===== config.mk =====
export PLATFORM = sky130hd
export DESIGN_NAME = date_display_ctrl
export DESIGN_NICKNAME = d
export VERILOG_FILES = /design/src/rtl/date_display_pkg.sv /design/src/rtl/date_display_key_debounce.sv /design/src/rtl/sevenSeg.sv /design/src/rtl/date_display_ctrl.sv
export SDC_FILE = /design/constraint.sdc
export NUM_CORES = 1
export LEC_CHECK = 0
export BUFFER_PORTS_ARGS = -buffer_cell sky130_fd_sc_hd__buf_2
export CAP_MARGIN = 20
export CELL_PAD_IN_SITES_DETAIL_PLACEMENT = 0
export CELL_PAD_IN_SITES_GLOBAL_PLACEMENT = 2
export CORE_UTILIZATION = 39
export CTS_CLUSTER_SIZE = 20
export DETAILED_ROUTE_END_ITERATION = 8
export HOLD_SLACK_MARGIN = 0.12
export MAX_ROUTING_LAYER = met4
export PLACE_DENSITY = 0.92
export SYNTH_ARGS = -nofsm -noshare
export SYNTH_HDL_FRONTEND = slang
export SYNTH_SLANG_ARGS = --single-unit

===== constraint.sdc =====
create_clock -name clk -period 3.26 [get_ports clk]
set_input_delay 0.489 -clock clk [delete_from_list [all_inputs] [get_ports clk]]
set_output_delay 0.489 -clock clk [all_outputs]
set_load 0.01 [all_outputs]

===== src/rtl/date_display_pkg.sv =====
// Shared constants and the default date table for the date display controller.
// Digit 0 is the rightmost display digit; each date holds NUM_DIGITS BCD codes.
package date_display_pkg;

    localparam logic [3:0] BLANK_CODE = 4'hF;
    localparam logic [7:0] SEG_BLANK  = 8'hFF;

    localparam int DEF_NUM_DIGITS = 6;
    localparam int DEF_NUM_DATES  = 4;

    // Dates read left to right: 120524, 010125, __3112, 290228 (date 3 first).
    localparam logic [DEF_NUM_DATES*DEF_NUM_DIGITS*4-1:0] DEF_DATE_TABLE =
        96'h290228_FF3112_010125_120524;

    typedef enum logic {
        MANUAL = 1'b0,
        AUTO   = 1'b1
    } mode_e;

endpackage


===== src/rtl/date_display_key_debounce.sv =====
// Active-low push-button conditioner: 2-flop synchroniser, level debouncer and a
// registered one-cycle press pulse on the accepted released->pressed transition.
module key_debounce #(
    parameter int DEBOUNCE_CYCLES = 1_000_000
) (
    input  logic clk_i,
    input  logic rst_ni,
    input  logic key_i,
    output logic press_o
);

    localparam int CNT_W = (DEBOUNCE_CYCLES > 1) ? $clog2(DEBOUNCE_CYCLES) : 1;

    logic [1:0]       sync_q;
    logic             stable_q, stable_d;
    logic             press_q, press_d;
    logic [CNT_W-1:0] cnt_q, cnt_d;

    // Any sample matching the accepted level restarts the count.
    always_comb begin
        cnt_d    = '0;
        stable_d = stable_q;
        press_d  = 1'b0;
        if (sync_q[1] != stable_q) begin
            if (cnt_q == CNT_W'(DEBOUNCE_CYCLES - 1)) begin
                stable_d = sync_q[1];
                press_d  = stable_q;
            end else begin
                cnt_d = cnt_q + 1'b1;
            end
        end
    end

    always_ff @(posedge clk_i or negedge rst_ni) begin
        if (!rst_ni) begin
            sync_q   <= 2'b11;
            stable_q <= 1'b1;
            press_q  <= 1'b0;
            cnt_q    <= '0;
        end else begin
            sync_q   <= {sync_q[0], key_i};
            stable_q <= stable_d;
            press_q  <= press_d;
            cnt_q    <= cnt_d;
        end
    end

    assign press_o = press_q;

endmodule


===== src/rtl/sevenSeg.sv =====
// BCD to seven-segment decoder, active-low, bit 0 = segment a .. bit 6 = segment g.
// Codes outside 0-9 decode to all segments off.
module sevenSeg (
    input  logic [3:0] bcd_i,
    output logic [6:0] seg_o
);

    always_comb begin
        seg_o = 7'h7F;
        case (bcd_i)
            4'd0: seg_o = 7'h40;
            4'd1: seg_o = 7'h79;
            4'd2: seg_o = 7'h24;
            4'd3: seg_o = 7'h30;
            4'd4: seg_o = 7'h19;
            4'd5: seg_o = 7'h12;
            4'd6: seg_o = 7'h02;
            4'd7: seg_o = 7'h78;
            4'd8: seg_o = 7'h00;
            4'd9: seg_o = 7'h10;
            default: seg_o = 7'h7F;
        endcase
    end

endmodule


===== src/rtl/date_display_ctrl.sv =====
// Date display controller: switch-to-LED mirror with key0 invert toggle, and a
// date selector stepped by key1 or, in auto mode, by a dwell timer.
module date_display_ctrl
    import date_display_pkg::*;
#(
    parameter int NUM_DIGITS      = DEF_NUM_DIGITS,
    parameter int NUM_DATES       = DEF_NUM_DATES,
    parameter logic [NUM_DATES*NUM_DIGITS*4-1:0] DATE_TABLE = DEF_DATE_TABLE,
    parameter int DEBOUNCE_CYCLES = 1_000_000,
    parameter int DWELL_CYCLES    = 100_000_000,
    parameter int NUM_SW          = 10
) (
    input  logic                    clk,
    input  logic                    reset_n,
    input  logic [NUM_SW-1:0]       switch,
    input  logic [1:0]              key,
    output logic [NUM_SW-1:0]       leds,
    output logic [NUM_DIGITS*8-1:0] hex
);

    localparam int IDX_W   = (NUM_DATES > 1)    ? $clog2(NUM_DATES)    : 1;
    localparam int DWELL_W = (DWELL_CYCLES > 1) ? $clog2(DWELL_CYCLES) : 1;

    logic [1:0]         press;
    logic [1:0]         auto_sync_q;
    mode_e              state_q, state_d;
    logic               invert_q, invert_d;
    logic [NUM_SW-1:0]  leds_q, leds_d;
    logic [IDX_W-1:0]   date_idx_q, date_idx_d, date_idx_inc;
    logic [DWELL_W-1:0] dwell_q, dwell_d;

    key_debounce #(.DEBOUNCE_CYCLES(DEBOUNCE_CYCLES)) u_key [1:0] (
        .clk_i  (clk),
        .rst_ni (reset_n),
        .key_i  (key),
        .press_o(press)
    );

    // With a single date the wrap compare is always true, pinning the index at 0.
    assign date_idx_inc = (date_idx_q == IDX_W'(NUM_DATES - 1)) ? '0 : date_idx_q + 1'b1;

    always_comb begin
        state_d    = mode_e'(auto_sync_q[1]);
        dwell_d    = '0;
        date_idx_d = date_idx_q;
        invert_d   = invert_q ^ press[0];
        leds_d     = invert_q ? ~switch : switch;
        case (state_q)
            AUTO: begin
                // A press on the expiry cycle still advances only once.
                if (press[1] || dwell_q == DWELL_W'(DWELL_CYCLES - 1)) begin
                    date_idx_d = date_idx_inc;
                end else begin
                    dwell_d = dwell_q + 1'b1;
                end
            end
            default: begin
                if (press[1]) date_idx_d = date_idx_inc;
            end
        endcase
    end

    always_ff @(posedge clk or negedge reset_n) begin
        if (!reset_n) begin
            auto_sync_q <= 2'b00;
            state_q     <= MANUAL;
            invert_q    <= 1'b0;
            leds_q      <= '0;
            date_idx_q  <= '0;
            dwell_q     <= '0;
        end else begin
            auto_sync_q <= {auto_sync_q[0], switch[NUM_SW-1]};
            state_q     <= state_d;
            invert_q    <= invert_d;
            leds_q      <= leds_d;
            date_idx_q  <= date_idx_d;
            dwell_q     <= dwell_d;
        end
    end

    assign leds = leds_q;

    for (genvar k = 0; k < NUM_DIGITS; k++) begin : g_dig
        logic [3:0] code;
        logic [6:0] seg;
        assign code = DATE_TABLE[(int'(date_idx_q) * NUM_DIGITS + k) * 4 +: 4];
        sevenSeg u_seg (
            .bcd_i(code),
            .seg_o(seg)
        );
        assign hex[k*8 +: 8] = (code == BLANK_CODE) ? SEG_BLANK : {1'b1, seg};
    end

endmodule


==> results of run 1 <==
[metal layers]
metal,global-route usage,vias up,wire length [µm]
met2,0.254,52,4270
li1,-,1652,-
met4,0.0541,0,92
met1,0.193,1643,4000
met5,-,-,0
met3,0.0372,6,252
[cell usage after synthesis (2+ instances only)]
library cell | instances | area (µm²)
sky130_fd_sc_hd__buf_4 | 33 | 248
sky130_fd_sc_hd__a31oi_1 | 2 | 12.5
sky130_fd_sc_hd__or4_4 | 3 | 33.8
sky130_fd_sc_hd__mux2_2 | 4 | 45.0
sky130_fd_sc_hd__and2_1 | 6 | 37.5
sky130_fd_sc_hd__xnor2_1 | 27 | 236
sky130_fd_sc_hd__nand3_1 | 22 | 110
sky130_fd_sc_hd__o31ai_1 | 11 | 82.6
sky130_fd_sc_hd__buf_2 | 2 | 10.0
sky130_fd_sc_hd__nand2_1 | 23 | 86.3
sky130_fd_sc_hd__nor3_1 | 9 | 45.0
sky130_fd_sc_hd__or4b_2 | 3 | 30.0
sky130_fd_sc_hd__a21oi_1 | 20 | 100
sky130_fd_sc_hd__dfstp_2 | 6 | 158
sky130_fd_sc_hd__o21ai_0 | 12 | 60.1
sky130_fd_sc_hd__or4_1 | 11 | 82.6
sky130_fd_sc_hd__a31o_2 | 2 | 17.5
sky130_fd_sc_hd__xor2_1 | 25 | 219
sky130_fd_sc_hd__nor2_1 | 52 | 195
sky130_fd_sc_hd__nand4_1 | 18 | 113
sky130_fd_sc_hd__or2_2 | 2 | 12.5
sky130_fd_sc_hd__nor4b_1 | 3 | 26.3
sky130_fd_sc_hd__dfrtp_1 | 85 | 2130
sky130_fd_sc_hd__or3_1 | 10 | 62.6
sky130_fd_sc_hd__inv_1 | 14 | 52.6
sky130_fd_sc_hd__nor4_1 | 11 | 68.8
sky130_fd_sc_hd__or3_2 | 2 | 15.0
sky130_fd_sc_hd__a21oi_2 | 2 | 17.5
sky130_fd_sc_hd__ha_1 | 11 | 138
sky130_fd_sc_hd__and3_1 | 8 | 50.1
sky130_fd_sc_hd__clkbuf_1 | 3 | 11.3
[kinds of logic after synthesis]
kind of cell | after synthesis | share of synthesized area
buffers and inverters | 55 | 0.0734
and+or+nand+nor | 193 | 0.229
AOI/OAI and AO/OA | 51 | 0.0691
other | 1 | 0.000806
muxes | 4 | 0.00968
DFF | 91 | 0.491
xor gates and xnor gates | 52 | 0.0979
adders and majority gates | 11 | 0.0296
[cell type report]
class	instances	area [µm²]
inverters	14	52.6
fillers	1080	6310
clock buffers	12	246
clock inverters	4	51.3
repair buffers	67	343
well taps	143	179
multi-input cells	317	2050
flip-flops and latches	91	2280
[sequential cells by signal, summed over array words and instances (netlist names)]
signal	count
leds	10
u_key.cnt_q	40
invert_q	1
u_key.press_o	2
u_key.sync_q	4
dwell_q	27
date_idx_q	2
auto_sync_q	2
state_q	1
u_key.stable_q	2
[critical path: cells and delay by family (launching register included)]
| family | cells | cell delay [ns] |
|---|---|---|
| buf+inv | 2 | 0.35 |
| flops | 1 | 0.47 |
| fa+ha+maj | 1 | 0.39 |
| simple gates | 1 | 0.38 |
[where the power goes]
group	internal, mW	switching [mW]
logic	0.0257	0.0576
clock network	0.615	0.411
registers	1.15	0.0136
total	1.79	0.482
[through the flow]
stage / util / power, mW
floorplan: - / 1.23
global placement: 0.426 / 1.27
detailed placement: 0.426 / 1.27
CTS: 0.452 / 2.32
global route: 0.452 / 2.37
finish: 0.452 / 2.27
[worst min path at each step]
| stage | slack (ns) | startpoint | cells after the start | endpoint |
|---|---|---|---|---|
| finish | 0.19 | reset_n | 1 | dwell_q[2]$_DFF_PN0_ |
| global placement | 0.33 | auto_sync_q[1]$_DFF_PN0_ | 0 | state_q$_DFF_PN0_ |
| floorplan | 0.19 | reset_n | 0 | auto_sync_q[0]$_DFF_PN0_ |
| detailed placement | 0.33 | auto_sync_q[0]$_DFF_PN0_ | 0 | auto_sync_q[1]$_DFF_PN0_ |
| CTS | 0.21 | reset_n | 1 | state_q$_DFF_PN0_ |
| global route | 0.24 | key[0] | 1 | u_key[0].sync_q[0]$_DFF_PN1_ |
==> flow_results.xml, run 1 <==
<?xml version="1.0" encoding="UTF-8"?>
<metrics>
  <group name="setup_path">
    <metric name="timing.critical_path.slowest_stage_cell" unit="">sky130_fd_sc_hd__dfrtp_1</metric>
    <metric name="critPathMaxStageDelay" unit="ns">0.47</metric>
    <metric name="timing.critical_path.arrival" unit="ns">1.92</metric>
    <metric name="path_max_fanout" unit="">9</metric>
    <metric name="worstSetupEndpointType" unit="">primary output</metric>
    <metric name="cp_cell_sequence" unit="">inv_1 -&gt; ha_1 -&gt; nor4_1 -&gt; buf_2</metric>
    <metric name="crit_path_start_kind" unit="">register</metric>
    <metric name="crit_path_end" unit="">hex[27]</metric>
    <metric name="r2r_depth" unit="">4</metric>
    <metric name="worst_r2r_startpoint" unit="">dwell_q[19]$_DFF_PN0_</metric>
    <metric name="cp-startpoint" unit="">date_idx_q[1]$_DFFE_PN0P_</metric>
    <metric name="worst_ep_required_time" unit="ns">2.77</metric>
    <metric name="r2r-end" unit="">dwell_q[9]$_DFF_PN0_</metric>
    <metric name="crit_type" unit="">register to primary output</metric>
    <metric name="r2r_slack" unit="ns">1.00</metric>
  </group>
  <group name="route">
    <metric name="vias_per_cell" unit="">5.17</metric>
    <metric name="drcViolationCount" unit="">6</metric>
    <metric name="drt_iter0_markers" unit="">100</metric>
    <metric name="via_count" unit="">3353</metric>
    <metric name="drt_wl_total" unit="mm">8.61</metric>
    <metric name="detailedRoute.firstPassIterationCount" unit="">6</metric>
    <metric name="final_antenna_net_count" unit="">0</metric>
    <metric name="routed_wire_length_per_instance" unit="µm">13.3</metric>
  </group>
  <group name="cells_and_area">
    <metric name="mostFrequentLayoutCell" unit="">sky130_fd_sc_hd__dfrtp_1</metric>
    <metric name="final_cell_count_no_fill" unit="">648</metric>
    <metric name="final_cell_mix" unit="">85 x sky130_fd_sc_hd__dfrtp_1, 64 x sky130_fd_sc_hd__buf_2, 52 x sky130_fd_sc_hd__nor2_1</metric>
    <metric name="finish.instance_area" unit="µm²">5200</metric>
    <metric name="design.final.nets" unit="">525</metric>
    <metric name="insertedDiodeCount" unit="">0</metric>
    <metric name="drive_above_1_share" unit="">0.214</metric>
    <metric name="area_growth_from_synthesis_to_final_layout" unit="%">11.8</metric>
  </group>
  <group name="die">
    <metric name="die_width" unit="µm">111</metric>
    <metric name="die_height" unit="µm">111</metric>
    <metric name="die_area" unit="µm²">12400</metric>
    <metric name="initial_cell_density_of_the_core" unit="">0.404</metric>
    <metric name="boundaryPins" unit="">72</metric>
    <metric name="core_area" unit="µm²">11500</metric>
    <metric name="num_rows" unit="">39</metric>
  </group>
  <group name="clock_network">
    <metric name="clock_latency" unit="ns">0.34</metric>
    <metric name="cts-buffers-inserted" unit="">9</metric>
    <metric name="tritoncts" unit="">done</metric>
    <metric name="cts_repair_resize_count" unit="">0</metric>
    <metric name="clk_path_buf_depth" unit="">2</metric>
    <metric name="cts-root-buf" unit="">sky130_fd_sc_hd__clkbuf_16</metric>
    <metric name="cts_max_level" unit="">3</metric>
    <metric name="number_of_buffers_added_to_fix_hold_violations_after_cts" unit="">0</metric>
    <metric name="cts.clk_slew.worst_paths" unit="ns">0.06</metric>
    <metric name="cts_post_setup_buffers_inserted" unit="">0</metric>
    <metric name="clock_sink_count" unit="">91</metric>
  </group>
  <group name="place">
    <metric name="place_congestion" unit="">0.790</metric>
    <metric name="post_dp_cell_area" unit="µm²">4910</metric>
    <metric name="detailed_place_hpwl" unit="mm">6.01</metric>
    <metric name="pre_cts_slack" unit="ns">1.01</metric>
    <metric name="numPortBuffers" unit="">65</metric>
    <metric name="place.detailed.instances" unit="">632</metric>
  </group>
  <group name="sta">
    <metric name="max_slew.worst_pin.slew" unit="ns">0.784</metric>
    <metric name="post-route-min-period" unit="ns">2.41</metric>
    <metric name="fin_worst_skew" unit="ns">0.00687</metric>
    <metric name="rsz0062_at_grt" unit="">no</metric>
    <metric name="number_of_hold_slack_violations_in_the_final_timing_report" unit="">0</metric>
    <metric name="post-route-worst-setup-slack" unit="ns">0.851</metric>
    <metric name="slew_headroom" unit="">0.477</metric>
    <metric name="timing.fmax" unit="MHz">415</metric>
    <metric name="timing.final.crit_share" unit="">0.739</metric>
    <metric name="final-max-slew-violation-count" unit="">0</metric>
    <metric name="fin_hold_ws" unit="ns">0.193</metric>
    <metric name="report.final.setup_viol" unit="">0</metric>
    <metric name="setup_total_negative_slack" unit="ns">0</metric>
  </group>
  <group name="global_route">
    <metric name="grt_start_max_net_pins" unit="">56</metric>
    <metric name="grt_antenna_before_repair" unit="">0</metric>
    <metric name="globalRouteTotalUtil" unit="">0.157</metric>
    <metric name="grt_first_pass_wirelength" unit="mm">15.3</metric>
    <metric name="gr-total-overflow" unit="">0</metric>
    <metric name="first_global_vias" unit="">3335</metric>
  </group>
  <group name="yosys">
    <metric name="post_synth.cell_area_avg" unit="µm²">10.2</metric>
    <metric name="netlist-cell-type-count" unit="">47</metric>
    <metric name="number_of_warnings_reported_in_the_yosys_synthesis_log" unit="">0</metric>
    <metric name="part_of_the_yosys_area_used_for_sequential_elements" unit="">0.491</metric>
    <metric name="synth.cell_area" unit="µm²">4650</metric>
    <metric name="number_of_register_bits_inferred_by_synthesis" unit="">91</metric>
    <metric name="main_synth_ff_type" unit="">sky130_fd_sc_hd__dfrtp_1</metric>
    <metric name="async_reset_ff_frac" unit="">1.00</metric>
    <metric name="synth_edf_count" unit="">0</metric>
    <metric name="synthCells" unit="">458</metric>
  </group>
  <group name="hold_path">
    <metric name="hold_path.class" unit="">primary input to asynchronous set/reset pin</metric>
  </group>
  <group name="job">
    <metric name="drv.max_cap_violation_count" unit="">0</metric>
  </group>
  <group name="power">
    <metric name="power_density" unit="nW/µm²">437</metric>
    <metric name="power.static_leakage" unit="nW">2.26</metric>
    <metric name="ir_worst_vdd" unit="mV">0.273</metric>
  </group>
  <group name="run_status">
    <metric name="violations" unit="">design-rule violations</metric>
    <metric name="status" unit="">complete, but fails checks</metric>
  </group>
</metrics>
Note: power is estimated with default switching activity, not from simulation.
==> run 2, diff against run 1 <==
--- a/config.mk
+++ b/config.mk
@@ -9,12 +9,12 @@
 export CAP_MARGIN = 20
 export CELL_PAD_IN_SITES_DETAIL_PLACEMENT = 0
 export CELL_PAD_IN_SITES_GLOBAL_PLACEMENT = 2
-export CORE_UTILIZATION = 39
+export CORE_UTILIZATION = 33
 export CTS_CLUSTER_SIZE = 20
 export DETAILED_ROUTE_END_ITERATION = 8
 export HOLD_SLACK_MARGIN = 0.12
 export MAX_ROUTING_LAYER = met4
-export PLACE_DENSITY = 0.92
+export PLACE_DENSITY = 0.84
 export SYNTH_ARGS = -nofsm -noshare
 export SYNTH_HDL_FRONTEND = slang
 export SYNTH_SLANG_ARGS = --single-unit
==> constraint.sdc (replaced) <==
create_clock -name clk -period 2.2 [get_ports clk]
set_input_delay 0.33 -clock clk [delete_from_list [all_inputs] [get_ports clk]]
set_output_delay 0.33 -clock clk [all_outputs]
set_load 0.01 [all_outputs]
==> flow_results.xml, run 2 (synthesis results as in run 1) <==
<?xml version="1.0" encoding="UTF-8"?>
<metrics>
  <group name="global_route">
    <metric name="grt_first_pass_wirelength" unit="mm">15.4</metric>
    <metric name="first_global_vias" unit="">3175</metric>
    <metric name="grt_start_max_net_pins" unit="">39</metric>
    <metric name="grt_antenna_before_repair" unit="">0</metric>
    <metric name="globalRouteTotalUtil" unit="">0.138</metric>
    <metric name="gr-total-overflow" unit="">0</metric>
  </group>
  <group name="sta">
    <metric name="final-max-slew-violation-count" unit="">0</metric>
    <metric name="slew_headroom" unit="">0.637</metric>
    <metric name="post-route-min-period" unit="ns">2.07</metric>
    <metric name="setup_total_negative_slack" unit="ns">0</metric>
    <metric name="max_slew.worst_pin.slew" unit="ns">0.545</metric>
    <metric name="rsz0062_at_grt" unit="">no</metric>
    <metric name="timing.final.crit_share" unit="">0.943</metric>
    <metric name="fin_worst_skew" unit="ns">0.00775</metric>
    <metric name="report.final.setup_viol" unit="">0</metric>
    <metric name="timing.fmax" unit="MHz">482</metric>
    <metric name="number_of_hold_slack_violations_in_the_final_timing_report" unit="">0</metric>
  </group>
  <group name="power">
    <metric name="power.static_leakage" unit="nW">2.35</metric>
    <metric name="power_density" unit="nW/µm²">618</metric>
    <metric name="ir_worst_vdd" unit="mV">0.394</metric>
    <metric name="finalPower" unit="mW">3.36</metric>
  </group>
  <group name="setup_path">
    <metric name="crit_path_start_kind" unit="">register</metric>
    <metric name="r2r_depth" unit="">5</metric>
    <metric name="worstSetupEndpointType" unit="">primary output</metric>
    <metric name="path_max_fanout" unit="">12</metric>
    <metric name="timing.critical_path.arrival" unit="ns">1.74</metric>
    <metric name="crit_type" unit="">register to primary output</metric>
    <metric name="worst_ep_required_time" unit="ns">1.87</metric>
  </group>
  <group name="route">
    <metric name="drt_wl_total" unit="mm">9.02</metric>
    <metric name="drcViolationCount" unit="">0</metric>
    <metric name="detailedRoute.firstPassIterationCount" unit="">4</metric>
    <metric name="final_antenna_net_count" unit="">0</metric>
    <metric name="drt_iter0_markers" unit="">202</metric>
    <metric name="via_count" unit="">3411</metric>
    <metric name="vias_per_cell" unit="">4.86</metric>
    <metric name="routed_wire_length_per_instance" unit="µm">12.8</metric>
  </group>
  <group name="clock_network">
    <metric name="clock_sink_count" unit="">91</metric>
    <metric name="clk_path_buf_depth" unit="">2</metric>
    <metric name="clock_latency" unit="ns">0.35</metric>
    <metric name="cts-buffers-inserted" unit="">9</metric>
    <metric name="cts.clk_slew.worst_paths" unit="ns">0.07</metric>
    <metric name="cts_max_level" unit="">3</metric>
    <metric name="cts_post_setup_buffers_inserted" unit="">0</metric>
    <metric name="tritoncts" unit="">done</metric>
    <metric name="cts-root-buf" unit="">sky130_fd_sc_hd__clkbuf_16</metric>
  </group>
  <group name="die">
    <metric name="initial_cell_density_of_the_core" unit="">0.337</metric>
    <metric name="boundaryPins" unit="">72</metric>
    <metric name="die_area" unit="µm²">14600</metric>
    <metric name="num_rows" unit="">43</metric>
    <metric name="die_height" unit="µm">121</metric>
    <metric name="core_area" unit="µm²">13800</metric>
    <metric name="die_width" unit="µm">121</metric>
  </group>
  <group name="cells_and_area">
    <metric name="finish.instance_area" unit="µm²">5430</metric>
    <metric name="drive_above_1_share" unit="">0.243</metric>
    <metric name="final_core_util" unit="">0.393</metric>
    <metric name="design.final.nets" unit="">542</metric>
    <metric name="mostFrequentLayoutCell" unit="">sky130_fd_sc_hd__dfrtp_1</metric>
    <metric name="area_growth_from_synthesis_to_final_layout" unit="%">16.7</metric>
    <metric name="max_flop_register" unit="">u_key.cnt_q</metric>
    <metric name="final_cell_mix" unit="">85 x sky130_fd_sc_hd__dfrtp_1, 64 x sky130_fd_sc_hd__buf_2, 52 x sky130_fd_sc_hd__nor2_1</metric>
    <metric name="fillcell_total" unit="">1336</metric>
    <metric name="insertedDiodeCount" unit="">0</metric>
    <metric name="largest_register_ffs" unit="">40</metric>
  </group>
  <group name="place">
    <metric name="detailed_place_hpwl" unit="mm">6.24</metric>
    <metric name="post_dp_cell_area" unit="µm²">5070</metric>
    <metric name="place_congestion" unit="">0.766</metric>
    <metric name="numPortBuffers" unit="">65</metric>
  </group>
  <group name="run_status">
    <metric name="status" unit="">complete, no violations</metric>
  </group>
  <group name="hold_path">
    <metric name="hold_path.class" unit="">primary input to register</metric>
    <metric name="worst_hold_path.num_cells" unit="">2</metric>
  </group>
  <group name="job">
    <metric name="drv.max_cap_violation_count" unit="">0</metric>
  </group>
</metrics>
-- run 2: changes by cell type in the layout (fill, tap and decap cells not counted), moves of 2 or more --
cell / delta
sky130_fd_sc_hd__buf_12: +2
sky130_fd_sc_hd__buf_4: +11
sky130_fd_sc_hd__clkbuf_1: -2
sky130_fd_sc_hd__dlygate4sd3_1: +4
sky130_fd_sc_hd__nor4_1: -2
-- run 2: through the flow --
step | setup slack (ns) | instances | hold WS [ns]
after floorplan | 0.106 | 463 | 0.0344
after global placement | 0.177 | 682 | 0.327
after detailed placement | 0.132 | 682 | 0.330
after CTS | 0.0540 | 702 | 0.134
after global routing | 0.0162 | 702 | 0.133
final | 0.125 | 702 | 0.148
-- run 2: power breakdown --
part,internal (mW),switching (mW)
Sequential,1.70,0.0202
Combinational,0.0533,0.0896
Clock,0.808,0.681
-- run 2: cell type report --
cell class | count | area (µm²) | share of cell area
Timing Repair Buffer | 84 | 505 | 0.0931
Clock inverter | 6 | 48.8 | 0.00899
Tap cell | 180 | 225 | 0.0415
Clock buffer | 10 | 239 | 0.0440
Sequential cell | 91 | 2280 | 0.421
Multi-Input combinational cell | 317 | 2070 | 0.382
Inverter | 14 | 52.6 | 0.00968
-- run 2: path summary, 6_finish.rpt --
path,end,slack (ns),from
worst min register to register,u_key[1].sync_q[1]$_DFF_PN1_,0.36,u_key[1].sync_q[0]$_DFF_PN1_
min in group asynchronous,u_key[1].cnt_q[11]$_DFF_PN0_,0.49,reset_n
worst max register to register,dwell_q[26]$_DFF_PN0_,0.19,dwell_q[0]$_DFF_PN0_
max in group asynchronous,u_key[0].stable_q$_DFFE_PN1P_,1.06,reset_n
worst min-delay path,leds[1]$_DFF_PN0_,0.15,switch[1]
worst max-delay path,hex[43],0.13,date_idx_q[1]$_DFFE_PN0P_
-- run 2: per-layer routing --
layer | GRT usage | up-vias | share of wire
met4 | 0.0579 | 0 | 0.016
met5 | - | - | 0
li1 | - | 1695 | -
met2 | 0.214 | 56 | 0.48
met1 | 0.171 | 1651 | 0.47
met3 | 0.0373 | 9 | 0.031
-- run 2: worst max-delay path, cell delays in order (launching register included) --
cell and delay, ns:
sky130_fd_sc_hd__dfrtp_1 0.41, sky130_fd_sc_hd__buf_4 0.16, sky130_fd_sc_hd__ha_2 0.21, sky130_fd_sc_hd__buf_4 0.17, sky130_fd_sc_hd__or2_2 0.30, sky130_fd_sc_hd__buf_2 0.15
-- run 2: repair_timing --
item / in CTS / in global routing
gates resized for setup: 1 / 4
endpoints found under the setup margin: 3 / 10
hold buffers: 4 / 0
endpoints found under the hold margin: 36 / 0
